File: config.mk
export PLATFORM = sky130hd
export DESIGN_NAME = dvp_capture
export DESIGN_NICKNAME = d
export VERILOG_FILES = /design/src/rtl/dvp_pkg.sv /design/src/rtl/dvp_fifo.sv /design/src/rtl/dvp_capture.sv
export SDC_FILE = /design/constraint.sdc
export NUM_CORES = 1
export LEC_CHECK = 0
export CELL_PAD_IN_SITES_DETAIL_PLACEMENT = 0
export CELL_PAD_IN_SITES_GLOBAL_PLACEMENT = 1
export CORE_MARGIN = 4
export CORE_UTILIZATION = 35
export CTS_BUF_LIST = sky130_fd_sc_hd__clkbuf_4 sky130_fd_sc_hd__clkbuf_8
export DETAILED_ROUTE_END_ITERATION = 6
export PLACE_DENSITY = 0.64
export SLEW_MARGIN = 15
export SYNTH_ARGS = -nofsm -noshare
export SYNTH_HDL_FRONTEND = slang
export SYNTH_SLANG_ARGS = --single-unit
File: constraint.sdc
create_clock -name clk -period 5.33 [get_ports clk]
set_clock_uncertainty 0.05 [all_clocks]
set_input_delay 0.533 -clock clk [delete_from_list [all_inputs] [get_ports clk]]
set_output_delay 0.533 -clock clk [all_outputs]
set_load 0.005 [all_outputs]
File: src/rtl/dvp_pkg.sv
// dvp_pkg: shared types for the DVP capture front-end (formats, FSM states,
// the pixel record carried through the output FIFO and err bit positions).
package dvp_pkg;

    // Coordinate fields in the pixel record are fixed-width so the record can
    // live in a package; the top slices them down to $clog2(WIDTH/HEIGHT).
    localparam int unsigned DVP_COORD_W = 12;

    typedef enum logic [1:0] {
        FMT_RGB888 = 2'd0,
        FMT_RGB565 = 2'd1,
        FMT_YUV422 = 2'd2,
        FMT_RSVD   = 2'd3
    } dvp_fmt_e;

    typedef enum logic [1:0] {
        ST_WAIT_VS = 2'd0,
        ST_IN_VS   = 2'd1,
        ST_ACTIVE  = 2'd2
    } dvp_state_e;

    typedef struct packed {
        logic [23:0]            data;
        logic [DVP_COORD_W-1:0] x;
        logic [DVP_COORD_W-1:0] y;
        logic                   sof;
        logic                   eol;
    } dvp_pixel_t;

    localparam int unsigned ERR_LINE  = 0;
    localparam int unsigned ERR_FRAME = 1;
    localparam int unsigned ERR_OVF   = 2;

    // RRRRRGGG,GGGBBBBB -> 8:8:8 by replicating the MSBs into the low bits
    function automatic logic [23:0] rgb565_expand(input logic [7:0] b0, input logic [7:0] b1);
        logic [4:0] r5;
        logic [5:0] g6;
        logic [4:0] b5;
        r5 = b0[7:3];
        g6 = {b0[2:0], b1[7:5]};
        b5 = b1[4:0];
        return {r5, r5[4:2], g6, g6[5:4], b5, b5[4:2]};
    endfunction

endpackage

File: src/rtl/dvp_fifo.sv
// dvp_fifo: synchronous show-ahead FIFO of dvp_pixel_t records.
// Head entry is visible on o_rdata whenever o_empty is low; a push into a
// full FIFO is accepted only when a pop happens on the same cycle.
module dvp_fifo
    import dvp_pkg::*;
#(
    parameter int unsigned DEPTH = 16
)(
    input  logic       i_clk,
    input  logic       i_rst_n,
    input  logic       i_push,
    input  dvp_pixel_t i_wdata,
    input  logic       i_pop,
    output dvp_pixel_t o_rdata,
    output logic       o_full,
    output logic       o_empty,
    output logic       o_drop
);

    localparam int unsigned AW = $clog2(DEPTH);
    localparam int unsigned CW = AW + 1;

    dvp_pixel_t       r_mem [DEPTH];
    logic [AW-1:0]    r_wr_ptr;
    logic [AW-1:0]    r_rd_ptr;
    logic [CW-1:0]    r_count;
    logic             w_pop;
    logic             w_wr;

    assign o_full  = (r_count == CW'(DEPTH));
    assign o_empty = (r_count == '0);
    assign w_pop   = i_pop && !o_empty;
    assign w_wr    = i_push && (!o_full || w_pop);
    assign o_drop  = i_push && !w_wr;
    assign o_rdata = r_mem[r_rd_ptr];

    // storage write
    always_ff @(posedge i_clk) begin
        if (w_wr) begin
            r_mem[r_wr_ptr] <= i_wdata;
        end
    end

    // pointer and occupancy tracking
    always_ff @(posedge i_clk or negedge i_rst_n) begin
        if (!i_rst_n) begin
            r_wr_ptr <= '0;
            r_rd_ptr <= '0;
            r_count  <= '0;
        end else begin
            if (w_wr) begin
                r_wr_ptr <= r_wr_ptr + AW'(1);
            end
            if (w_pop) begin
                r_rd_ptr <= r_rd_ptr + AW'(1);
            end
            case ({w_wr, w_pop})
                2'b10:   r_count <= r_count + CW'(1);
                2'b01:   r_count <= r_count - CW'(1);
                default: r_count <= r_count;
            endcase
        end
    end

endmodule

File: src/rtl/dvp_capture.sv
// dvp_capture: DVP byte stream -> 24-bit tagged pixels through a small FIFO.
// Formats RGB888 / RGB565 / YUV422 selected by fmt, latched at vsync fall.
// Optional macro DVP_ERR_CHECK_EN enables the sticky err register; without
// it err reads 0 and err_clr is ignored.
module dvp_capture
    import dvp_pkg::*;
#(
    parameter int unsigned WIDTH      = 640,
    parameter int unsigned HEIGHT     = 480,
    parameter int unsigned FIFO_DEPTH = 16
)(
    input  logic                      clk,
    input  logic                      rst_n,
    input  logic                      vsync,
    input  logic                      href,
    input  logic [7:0]                data,
    input  logic [1:0]                fmt,
    output logic                      pix_valid,
    input  logic                      pix_ready,
    output logic [23:0]               pix_data,
    output logic [$clog2(WIDTH)-1:0]  pix_x,
    output logic [$clog2(HEIGHT)-1:0] pix_y,
    output logic                      pix_sof,
    output logic                      pix_eol,
    output logic                      frame_done,
    output logic [2:0]                err,
    input  logic                      err_clr
);

    localparam int unsigned XW  = $clog2(WIDTH);
    localparam int unsigned YW  = $clog2(HEIGHT);
    localparam int unsigned XCW = $clog2(WIDTH + 1);

    dvp_state_e     r_state;
    dvp_fmt_e       r_fmt;
    logic           r_href_d;
    logic [1:0]     r_phase;
    logic [7:0]     r_b0;
    logic [7:0]     r_b1;
    logic [7:0]     r_b2;
    logic [7:0]     r_v;
    logic           r_yuv_pend;
    logic [XCW-1:0] r_x;
    logic [YW-1:0]  r_y;
    logic           r_over;
    dvp_pixel_t     r_stg;
    logic           r_stg_vld;
    logic           r_frame_done;

    logic           w_abort;
    logic           w_byte;
    logic           w_href_rise;
    logic           w_line_end;
    logic           w_vs_fall;
    logic [1:0]     w_phase;
    logic [1:0]     w_phase_nxt;
    logic           w_complete;
    logic [23:0]    w_pix_data;
    logic           w_yuv_second;
    logic           w_cand;
    logic [23:0]    w_stg_data;
    logic           w_stage;
    logic           w_excess;
    logic [XCW-1:0] w_cnt_end;
    logic           w_line_bad;
    logic           w_ev_ovf;
    logic           w_ev_frame;
    logic           w_ev_line;

    dvp_pixel_t     w_head;
    logic           w_full;
    logic           w_empty;
    logic           w_drop;
    logic           w_unused_misc;

    // byte decode, pixel assembly and line-end qualification
    always_comb begin
        w_abort      = (r_state == ST_ACTIVE) && vsync;
        w_byte       = (r_state == ST_ACTIVE) && !vsync && href;
        w_href_rise  = href && !r_href_d;
        w_line_end   = (r_state == ST_ACTIVE) && !vsync && !href && r_href_d;
        w_vs_fall    = (r_state == ST_IN_VS) && !vsync;
        w_phase      = w_href_rise ? 2'd0 : r_phase;
        w_phase_nxt  = w_phase;
        w_complete   = 1'b0;
        w_pix_data   = '0;
        if (w_byte) begin
            case (r_fmt)
                FMT_RGB888: begin
                    if (w_phase == 2'd2) begin
                        w_complete  = 1'b1;
                        w_pix_data  = {r_b0, r_b1, data};
                        w_phase_nxt = 2'd0;
                    end else begin
                        w_phase_nxt = w_phase + 2'd1;
                    end
                end
                FMT_RGB565: begin
                    if (w_phase == 2'd1) begin
                        w_complete  = 1'b1;
                        w_pix_data  = rgb565_expand(r_b0, data);
                        w_phase_nxt = 2'd0;
                    end else begin
                        w_phase_nxt = w_phase + 2'd1;
                    end
                end
                FMT_YUV422: begin
                    if (w_phase == 2'd3) begin
                        w_complete  = 1'b1;
                        w_pix_data  = {r_b0, r_b1, data};
                        w_phase_nxt = 2'd0;
                    end else begin
                        w_phase_nxt = w_phase + 2'd1;
                    end
                end
                default: w_phase_nxt = 2'd0;
            endcase
        end
        // the Y1 pixel of a YUV pair is staged one cycle after V, and may
        // coincide with the href fall that ends the line
        w_yuv_second = r_yuv_pend && (r_state == ST_ACTIVE) && !vsync;
        w_cand       = w_complete || w_yuv_second;
        w_stg_data   = w_complete ? w_pix_data : {r_b2, r_b1, r_v};
        w_stage      = w_cand && (r_x < XCW'(WIDTH));
        w_excess     = w_cand && !(r_x < XCW'(WIDTH));
        w_cnt_end    = w_stage ? (r_x + XCW'(1)) : r_x;
        w_line_bad   = (r_phase != 2'd0) || (w_cnt_end != XCW'(WIDTH)) || r_over || w_excess;
        w_ev_ovf     = w_drop;
        w_ev_frame   = w_abort || (w_vs_fall && (fmt == 2'd3));
        w_ev_line    = w_line_end && w_line_bad;
    end

    // frame FSM, byte capture, coordinates and the one-deep staging register
    always_ff @(posedge clk or negedge rst_n) begin
        if (!rst_n) begin
            r_state      <= ST_WAIT_VS;
            r_fmt        <= FMT_RGB888;
            r_href_d     <= 1'b0;
            r_phase      <= '0;
            r_b0         <= '0;
            r_b1         <= '0;
            r_b2         <= '0;
            r_v          <= '0;
            r_yuv_pend   <= 1'b0;
            r_x          <= '0;
            r_y          <= '0;
            r_over       <= 1'b0;
            r_stg        <= '0;
            r_stg_vld    <= 1'b0;
            r_frame_done <= 1'b0;
        end else begin
            r_href_d     <= href;
            r_frame_done <= 1'b0;
            r_stg_vld    <= w_stage;
            if (w_stage) begin
                r_stg <= '{data: w_stg_data,
                           x:    DVP_COORD_W'(r_x),
                           y:    DVP_COORD_W'(r_y),
                           sof:  (r_x == '0) && (r_y == '0),
                           eol:  (r_x == XCW'(WIDTH - 1))};
            end
            case (r_state)
                ST_WAIT_VS: begin
                    if (vsync) begin
                        r_state <= ST_IN_VS;
                    end
                end
                ST_IN_VS: begin
                    if (!vsync) begin
                        r_fmt      <= dvp_fmt_e'(fmt);
                        r_phase    <= '0;
                        r_yuv_pend <= 1'b0;
                        r_x        <= '0;
                        r_y        <= '0;
                        r_over     <= 1'b0;
                        r_state    <= (fmt == 2'd3) ? ST_WAIT_VS : ST_ACTIVE;
                    end
                end
                ST_ACTIVE: begin
                    if (w_abort) begin
                        r_state    <= ST_IN_VS;
                        r_phase    <= '0;
                        r_yuv_pend <= 1'b0;
                    end else begin
                        if (w_yuv_second) begin
                            r_yuv_pend <= 1'b0;
                        end
                        if (w_byte) begin
                            r_phase <= w_phase_nxt;
                            case (w_phase)
                                2'd0:    r_b0 <= data;
                                2'd1:    r_b1 <= data;
                                2'd2:    r_b2 <= data;
                                default: r_b2 <= r_b2;
                            endcase
                            if (w_complete && (r_fmt == FMT_YUV422)) begin
                                r_v        <= data;
                                r_yuv_pend <= 1'b1;
                            end
                        end
                        if (w_line_end) begin
                            r_x     <= '0;
                            r_over  <= 1'b0;
                            r_phase <= '0;
                            r_y     <= r_y + YW'(1);
                            if (r_y == YW'(HEIGHT - 1)) begin
                                r_state      <= ST_WAIT_VS;
                                r_frame_done <= 1'b1;
                            end
                        end else begin
                            if (w_stage) begin
                                r_x <= r_x + XCW'(1);
                            end
                            if (w_excess) begin
                                r_over <= 1'b1;
                            end
                        end
                    end
                end
                default: r_state <= ST_WAIT_VS;
            endcase
        end
    end

    dvp_fifo #(
        .DEPTH (FIFO_DEPTH)
    ) u_fifo (
        .i_clk   (clk),
        .i_rst_n (rst_n),
        .i_push  (r_stg_vld),
        .i_wdata (r_stg),
        .i_pop   (pix_ready),
        .o_rdata (w_head),
        .o_full  (w_full),
        .o_empty (w_empty),
        .o_drop  (w_drop)
    );

    assign pix_valid  = !w_empty;
    assign pix_data   = pix_valid ? w_head.data : '0;
    assign pix_x      = pix_valid ? w_head.x[XW-1:0] : '0;
    assign pix_y      = pix_valid ? w_head.y[YW-1:0] : '0;
    assign pix_sof    = pix_valid && w_head.sof;
    assign pix_eol    = pix_valid && w_head.eol;
    assign frame_done = r_frame_done;

    // full flag and the upper coordinate bits are not needed at this level
    assign w_unused_misc = ^{w_full, w_head.x, w_head.y};

`ifdef DVP_ERR_CHECK_EN
    logic [2:0] r_err;

    // sticky error flags; a clear wins over a same-cycle event
    always_ff @(posedge clk or negedge rst_n) begin
        if (!rst_n) begin
            r_err <= '0;
        end else if (err_clr) begin
            r_err <= '0;
        end else begin
            if (w_ev_ovf) begin
                r_err[ERR_OVF] <= 1'b1;
            end
            if (w_ev_frame) begin
                r_err[ERR_FRAME] <= 1'b1;
            end
            if (w_ev_line) begin
                r_err[ERR_LINE] <= 1'b1;
            end
        end
    end

    assign err = r_err;
`else
    logic w_unused_err;
    assign w_unused_err = ^{err_clr, w_ev_ovf, w_ev_frame, w_ev_line};
    assign err = '0;
`endif

endmodule

# Word level (Yosys, flattened, before mapping)
# Memories as Yosys holds them, arrays and structs flattened.
# Index checks and enable logic that the tools add are counted.
# W data, S select, Z words.
[word_totals]
out_inout_bits = 50
ff_bits = 119
romBits = 0
latchBits = 0
ramBits = 720
n_memories = 1
word_cells = 146
[classes]
bitwise_logic = 2
reduce_logical = 40
order_cmp = 1
n_addsub = 7
n_div = 0
n_eq_ne = 21
muxes = 53
shift = 0
mul = 0
[mem_list]
columns = ["name", "depth", "word_bits", "read_ports", "rd_clocked_by_memory_dff", "write_ports", "line", "text"]
rows = [
  ["u_fifo.r_mem", 16, 45, 1, 0, 1, "dvp_fifo.sv:23", "dvp_pixel_t r_mem [DEPTH];"],
]
[op_table]
columns = ["op", "count"]
rows = [
  ["$mux W24", 6],
  ["$pmux W24 S3", 1],
  ["$mux W10", 5],
  ["$mux W9", 4],
  ["$mux W2", 14],
  ["$reduce_and A4 Y1", 7],
  ["$pmux W10 S2", 1],
  ["$pmux W9 S2", 1],
  ["$logic_and A1 B1 Y1", 15],
  ["$mux W1", 15],
  ["$eq A2 B2 Y1 const B", 6],
  ["$pmux W2 S3", 2],
  ["$add A10 B1 Y10 const B", 1],
  ["$eq A10 B10 Y1 const B", 1],
  ["$logic_not A10 Y1", 1],
  ["$lt A10 B10 Y1 const B", 1],
  ["$pmux W5 S2", 1],
  ["$add A9 B1 Y9 const B", 1],
  ["$eq A9 B9 Y1 const B", 1],
  ["$logic_not A9 Y1", 1],
  ["$add A4 B1 Y4 const B", 2],
  ["$eq A2 B1 Y1 const B", 4],
  ["$ne A2 B2 Y1 const B", 4],
  ["$logic_not A2 Y1", 3],
  ["other kinds (17)", 26],
]

# Logic depth before layout (Yosys ltp)
# Gate-level depths: netlist of the first run.
[depth]
depth_word = 13
ltp_mapped = 12
ltp_nobuf = 10

# Cells and area by module
# Synthesis of the first run repeated with hierarchy kept, for this count alone.
[hier_totals]
cells_unflattened = 1822
area_unflattened_um2 = 36122.1
[by_module_without_submodules]
columns = ["module", "cells_each", "n_inst", "seq_area_each_um2", "area_each_um2"]
rows = [
  ["dvp_fifo", 1328, 1, 24348.4, 30769.5],
  ["dvp_capture", 494, 1, 2652.5, 5352.6],
]

# Worst setup path before layout of the first run
# OpenSTA, ideal clock, no wires.
[synth_path]
kind = "input -> register"
from = "input pix_ready"
to = "memory u_fifo.r_mem[0][0] (netlist name), enable pin"
t_arrival_ps = 5119
setup_slack_ps = -398
stages = 3
required_ps = 4721
path_buffers = 0
setup_ps = 559
path_cell_list = "inv_1 -> a31o_2 -> nor4_1"
[synth_between]
elab_chain_len = 5
[synth_lines]
columns = ["item", "line", "text"]
rows = [
  ["start, declared", "dvp_capture.sv:19", "input logic pix_ready,"],
  ["$logic_and A1 B1 Y1", "dvp_fifo.sv:32", "assign w_pop = i_pop && !o_empty;"],
  ["$logic_or A1 B1 Y1", "dvp_fifo.sv:33", "assign w_wr = i_push && (!o_full || w_pop);"],
  ["$logic_and A1 B1 Y1", "dvp_fifo.sv:33", ""],
  ["$mux W1", "dvp_fifo.sv:39", "if (w_wr) begin"],
  ["$mux W1 (not written as such)", "dvp_fifo.sv:40", "r_mem[r_wr_ptr] <= i_wdata;"],
  ["end, declared", "dvp_fifo.sv:23", ""],
]
# Every way passes these cells.

# Worst setup path in the final report of the first run
[layout_path]
from = "register u_fifo.r_count[1]"
to = "output pix_y[6]"
[layout_between]
elab_chain_len = 2
[layout_lines]
columns = ["item", "line", "text"]
rows = [
  ["start, declared", "dvp_fifo.sv:26", "logic [CW-1:0] r_count;"],
  ["start signal, assigned", "dvp_fifo.sv:58", "2'b10: r_count <= r_count + CW'(1);"],
  ["start signal, assigned", "dvp_fifo.sv:59", "2'b01: r_count <= r_count - CW'(1);"],
  ["start signal, assigned", "dvp_fifo.sv:60", "default: r_count <= r_count;"],
  ["$logic_not A5 Y1", "dvp_fifo.sv:31", "assign o_empty = (r_count == '0);"],
  ["$mux W9", "dvp_capture.sv:242", "assign pix_y = pix_valid ? w_head.y[YW-1:0] : '0;"],
  ["end, declared", "dvp_capture.sv:22", "output logic [$clog2(HEIGHT)-1:0] pix_y,"],
]
# Every way passes these cells.

==> results_dict.tcl, run 1 <==
set metrics [dict create \
    cpPeakStageDelay_ns 0.59 \
    clock.fmax_mhz 229 \
    die_x_um 315 \
    boundaryPins 66 \
    synth_top_area_cell "edfxtp_1" \
    whs_ns 0.340 \
    path_max_fanout 31 \
    cp-start-kind "flop" \
    ant_nets 0 \
    clock_latency_ns 0.78 \
    cap_violations 0 \
    finalHoldViolCount 0 \
    synth_cells 1677 \
    cp_cell_sequence "nor4_2 -> nand2_2 -> nand2_2 -> buf_12 -> o22ai_1 -> clkdlybuf4s50_1" \
    status "finished clean" \
    place.gp.congestion 0.730 \
    grt_pass1_wl_um 113000 \
    synth.distinct_cells 61 \
    cp-end-kind "primary output" \
    syn_avg_cell_area_um2 19.7 \
    holdCritPathClass "input pin to async pin" \
    cts_tree "yes" \
    synth.top_cell.area_share_pct 65.4 \
    yosys_register_bits 839 \
    cts_buffer_depth 3 \
    drc_errors 0 \
    placementRows 112 \
    report.power.total_mw 16.1 \
    seq_area_frac_synth_pct 74.4 \
    antenna_found_initial 1 \
    worst_slew_pin_slew_ns 1.10 \
    syn_to_final_growth_pct 14.9 \
    drive_above_1_share_pct 26.8 \
    fill_cells 8245 \
    cp_top_family "simple AND/OR/NAND/NOR gates" \
    worst_path_most_repeated_cell "nand2_2" \
    final_common_cell "edfxtp_1" \
    slowest_stage "nor4_2" \
    syn_area_um2 33000 \
    routed_via_density 5.16 \
    routed-via-count 16500 \
    port_buffers 61 \
    wl_per_cell_um 23.5 \
    final_cell_mix "edfxtp_1, mux4_2, clkbuf_8, dfrtp_1, mux2i_1" \
    power.static_leakage_nw 13.7 \
    rsz0062_at_grt "no" \
    nets 1875 \
    peakVddDrop_v 0.000299 \
    synth_area_leaders "edfxtp_1, mux4_2, dfrtp_1" \
    core_area_um2 93500 \
    grt_pass1_vias 17500 \
    crit_arrival_ns 3.79 \
    power.density_nw_per_um2 425 \
    synth-edff-count 720 \
    drt_iter0_markers 1365 \
    multi_input_area_um2 8030 \
    path_class "flop to primary output" \
    ff_latch_area_um2 24600 \
    drt_pass1_iterations 5 \
    finalSetupViolations 0 \
    ys_warn_count 0 \
    slew_headroom_pct 26.9 \
    die-area_um2 99400 \
    fin_area_um2 38000 \
    crit_required_ns 4.75 \
    root_buffer "clkbuf_8" \
    synthArstFlopShare_pct 14.2 \
    path_clk_slew_ns 0.05 \
    place_area_um2 35400 \
    grt_max_degree 89 \
    synth-main-ff-cell "edfxtp_1" \
    fin_crit_sh_pct 82.0 \
    period_needed_ns 4.37 \
    wirelength_um 75000 \
    place_hpwl_um 42300 \
    cts_buffers 134 \
    drv_slew 0 \
    path_buf_inv 2 \
    grt_usage_pct 15.4 \
    cts.htree.levels 4 \
    cts.sinks 839 \
    chipHeight_um 315 \
    start_util_pct 35.4 \
    overflow 0 \
]
[layer usage]
metal | up-vias | share of wire [%] | track usage [%]
met2 | 484 | 49 | 25.0
met3 | 141 | 5.5 | 3.50
met5 | - | 0 | 0
met4 | 0 | 2.5 | 5.21
met1 | 8700 | 43 | 20.5
li1 | 7141 | - | -
[worst reg2reg max path, cell delays in order, from the launching register on]
cell and delay [ns]:
dfrtp_1 0.37, nand2b_1 0.16, nand2_1 0.15, inv_1 0.11
ha_1 0.18, and3b_1 0.58, a221o_4 0.33, nand3_4 0.31
buf_4 0.38, o311ai_0 0.39, o41ai_1 0.13
[area by class of cell]
| class | count | area share [%] |
|---|---|---|
| Tap cell | 1254 | 4.13 |
| Timing Repair Buffer | 109 | 2.80 |
| Antenna cell | 1 | 0.00659 |
| Multi-Input combinational cell | 729 | 21.2 |
| Clock buffer | 204 | 6.39 |
| Clock inverter | 33 | 0.461 |
| Inverter | 24 | 0.237 |
| Sequential cell | 839 | 64.8 |
[synth_stat cells, types with 21 or more instances]
cell      number
dfrtp_1      119
o22ai_1       45
ha_1          21
mux2i_1      104
nor2_1        45
nand2_1       96
inv_1         23
edfxtp_1     720
mux2_2        38
buf_2         40
o21ai_0       32
clkbuf_1      32
mux4_2       180
[power breakdown]
group / total [mW] / switching [mW] / internal, mW
combinational: 3.31 / 1.71 / 1.61
clock: 5.32 / 2.42 / 2.90
sequential: 7.51 / 0.372 / 7.14
[final timing paths]
| kind | from | to | slack, ns | depth (start not counted) |
|---|---|---|---|---|
| worst max-delay path | u_fifo.r_count[1] | pix_y[6] | 0.96 | 6 |
| worst min-delay path | rst_n | u_fifo.r_count[2] | 0.34 | 2 |
| worst max register to register | r_href_d | r_x[6] | 2.06 | 10 |
| worst min register to register | r_b2[4] | r_b2[4] | 0.45 | 1 |
| max in group asynchronous | rst_n | u_fifo.r_rd_ptr[3] | 3.91 | 3 |
| min in group clk | fmt[1] | r_fmt[1] | 0.37 | 2 |
[metrics by stage]
step,TNS (ns),setup slack (ns),cells,utilization (%)
floorplan,-71.63,-0.398,1679,-
global placement,0,1.37,2954,37.8
detailed placement,0,1.28,2954,37.8
CTS,0,0.818,3192,40.6
global route,0,0.744,3193,40.6
finish,0,0.960,3193,40.6
[logic make-up (layout without fill, tap and decap cells)]
logic type | Yosys count | count (layout) | synth area share [%]
AO/OA/AOI/OAI | 151 | 151 | 3.08
XOR/XNOR | 9 | 9 | 0.239
adder cells (fa/ha/maj) | 22 | 22 | 0.856
buffers and inverters | 111 | 370 | 1.48
flip-flops | 839 | 839 | 74.4
multiplexers | 322 | 322 | 16.7
other | 1 | 4 | 0.0113
AND/OR/NAND/NOR | 222 | 222 | 3.18
[sequential cells by signal, indices dropped and copies added, names as in the netlist]
name and count:
u_fifo.r_mem 720, r_stg 45, r_x 10, r_y 9, r_b0 8, r_b1 8, r_b2 8, r_v 8
u_fifo.r_count 5, u_fifo.r_rd_ptr 4, u_fifo.r_wr_ptr 4, r_fmt 2, r_phase 2, r_state 2, frame_done 1, r_href_d 1
r_stg_vld 1, r_yuv_pend 1
[timing repair]
action | CTS | global route
buffers inserted | 0 | 0
endpoints found under the setup margin | 0 | 0
endpoints found under the hold margin | 87 | 0
hold buffers | 1 | 0
gates resized for setup | 0 | 0
No activity file was read; power rests on OpenSTA's default activity.
==> run 2: changes to the inputs <==
==> constraint.sdc (replaced) <==
create_clock -name clk -period 3.71 [get_ports clk]
set_clock_uncertainty 0.05 [all_clocks]
set_input_delay 0.371 -clock clk [delete_from_list [all_inputs] [get_ports clk]]
set_output_delay 0.371 -clock clk [all_outputs]
set_load 0.005 [all_outputs]
==> run 2 against run 1 <==
Via count is 0.66% higher. Largest power group unchanged. Hold slack worse by 0.21 ns. Critical endpoint is now pix_data[7]. Sequential power is 41% higher. Critical path type unchanged. Critical path depth stayed put. First-iteration DRC count is 13% lower. Final cell count is 0.69% higher. Die area stayed put. Sequential share of layout area is 1.3 points lower. Combinational power is 70% higher. Worst setup slack worse by 0.82 ns. Register-to-register slack worse by 1.4 ns. Global-route usage is 0.095 points higher.
==> results_dict.tcl, run 2 (synthesized netlist as in run 1, its figures left out) <==
set metrics [dict create \
    power.static_leakage_nw 13.9 \
    drive_above_1_share_pct 27.8 \
    r2r_end "r_stg[32]" \
    drc_errors 0 \
    slew_headroom_pct 33.0 \
    ant_nets 0 \
    path_class "flop to primary output" \
    place.gp.congestion 0.760 \
    cp-start-kind "flop" \
    worst_slew_pin_slew_ns 1.00 \
    crit_arrival_ns 3.15 \
    drt_iter0_markers 1181 \
    drt-met1-wl_um 33400 \
    crit_required_ns 3.29 \
    boundaryPins 66 \
    grt_pass1_wl_um 114000 \
    fill_cells 8222 \
    largest_register "u_fifo.r_mem" \
    cts_buffer_depth 3 \
    multi_input_area_um2 8120 \
    cp-startpoint "u_fifo.r_rd_ptr[0]" \
    peakVddDrop_v 0.000404 \
    placementRows 112 \
    chipHeight_um 315 \
    place_hpwl_um 42500 \
    path_max_fanout 20 \
    cap_violations 0 \
    r2r_slack_ns 0.71 \
    finalSetupViolations 0 \
    root_buffer "clkbuf_8" \
    start_util_pct 35.4 \
    fin_crit_sh_pct 96.2 \
    routed_via_density 5.16 \
    cts.htree.levels 4 \
    drt_pass1_iterations 5 \
    met2WireLength_um 36800 \
    nets 1905 \
    regToRegStartpoint "r_href_d" \
    worstSetupEndpoint "pix_data[7]" \
    ff_latch_area_um2 24600 \
    finalNonFillerCells 3215 \
    core_area_um2 93500 \
    die_x_um 315 \
    grt_max_degree 75 \
    wl_per_cell_um 23.5 \
    final_cell_mix "edfxtp_1, mux4_2, clkbuf_8, dfrtp_1, mux2i_1" \
    wirelength_um 75700 \
    reg.largest.list "u_fifo.r_mem: 720 flops, r_stg: 45 flops, r_x: 10 flops" \
    syn_to_final_growth_pct 17.3 \
    status "finished clean" \
    cts_buffers 136 \
    power.density_nw_per_um2 613 \
    port_buffers 61 \
    grt_pass1_vias 17700 \
    whs_ns 0.131 \
    antenna_found_initial 2 \
    period_needed_ns 3.57 \
    overflow 0 \
    routed-via-count 16600 \
    grt_usage_pct 15.5 \
    die-area_um2 99400 \
    finalHoldViolCount 0 \
    cp-end-kind "primary output" \
    cts.sinks 839 \
    routed.top_layer "met4" \
    drv_slew 0 \
    clock_latency_ns 0.78 \
    final_common_cell "edfxtp_1" \
    r2r_cells 8 \
    largest_register_ffs 720 \
    path_clk_slew_ns 0.06 \
    placed_cells_incl_taps 2973 \
    clock.fmax_mhz 280 \
    holdCritPathClass "input pin to async pin" \
    cts_tree "yes" \
    route.met3.wl_um 4110 \
]
==> run 2: cell count changes in the layout (fill, tap and decap cells not counted), sizes merged <==
| cell | previous run | this run |
|---|---|---|
| dlymetal6s2s | 0 | 1 |
| bufinv | 0 | 1 |
| clkinv | 24 | 27 |
| bufbuf | 0 | 1 |
| inv | 29 | 33 |
| buf | 48 | 75 |
| clkinvlp | 4 | 6 |
| clkdlybuf4s50 | 60 | 59 |
| clkbuf | 204 | 188 |
==> run 2: timing repair <==
item                                   CTS  global route
buffers inserted                         5             3
gates resized for setup                  8             4
hold buffers                             1             0
gates cloned                             1             0
pin swaps                                0             1
setup endpoints to repair               45            20
endpoints found under the hold margin   72             0
==> run 2: worst min path at each step <==
stage | start | to | slack, ns | cells after the start
6_report | rst_n | u_fifo.r_count[0] | 0.13 | 2
5_1_grt | fmt[0] | r_fmt[0] | 0.12 | 2
4_1_cts | fmt[0] | r_fmt[0] | 0.09 | 2
3_5_place_dp | rst_n | u_fifo.r_count[0] | 0.38 | 1
3_3_place_gp | rst_n | u_fifo.r_count[0] | 0.38 | 1
2_1_floorplan | rst_n | frame_done | 0.03 | 0
==> run 2: per-stage QoR <==
stage          utilization (%)  power (mW)  cell area, µm²  setup slack [ns]  TNS (ns)
2_1_floorplan                -        13.9           33100             0.219         0
3_3_place_gp              38.5        16.1           36000             0.446         0
3_5_place_dp              38.5        16.2           36000             0.321         0
4_1_cts                   41.4        24.1           38700           0.00457         0
5_1_grt                   41.5        24.9           38800           -0.0203   -0.0203
6_report                  41.5        23.8           38800             0.141         0
==> run 2: where the power goes <==
part	switching [mW]	internal (mW)	leakage, nW	total [mW]
clock network	3.51	4.09	1.35	7.59
logic	2.90	2.72	3.69	5.62
registers	0.289	10.3	8.83	10.6
==> run 2: per-layer routing <==
layer,global-route usage (%),vias to the layer above
met5,0,-
met4,4.21,0
met3,3.65,107
met2,25.2,475
met1,21.0,8802
li1,-,7191
==> run 2: cell type report <==
type | count | area share [%]
Antenna cell | 1 | 0.00645
Clock buffer | 188 | 5.93
Clock inverter | 43 | 0.707
Inverter | 24 | 0.232
Multi-Input combinational cell | 729 | 20.9
Sequential cell | 839 | 63.5
Tap cell | 1254 | 4.05
Timing Repair Buffer | 137 | 4.67
==> run 2: critical path, cell delays in order (launching register included) <==
cell and delay, ns:
dfrtp_4 0.51, buf_12 0.16, bufbuf_16 0.32, mux4_2 0.35
mux2i_1 0.06, o22ai_1 0.36, clkdlybuf4s50_1 0.59
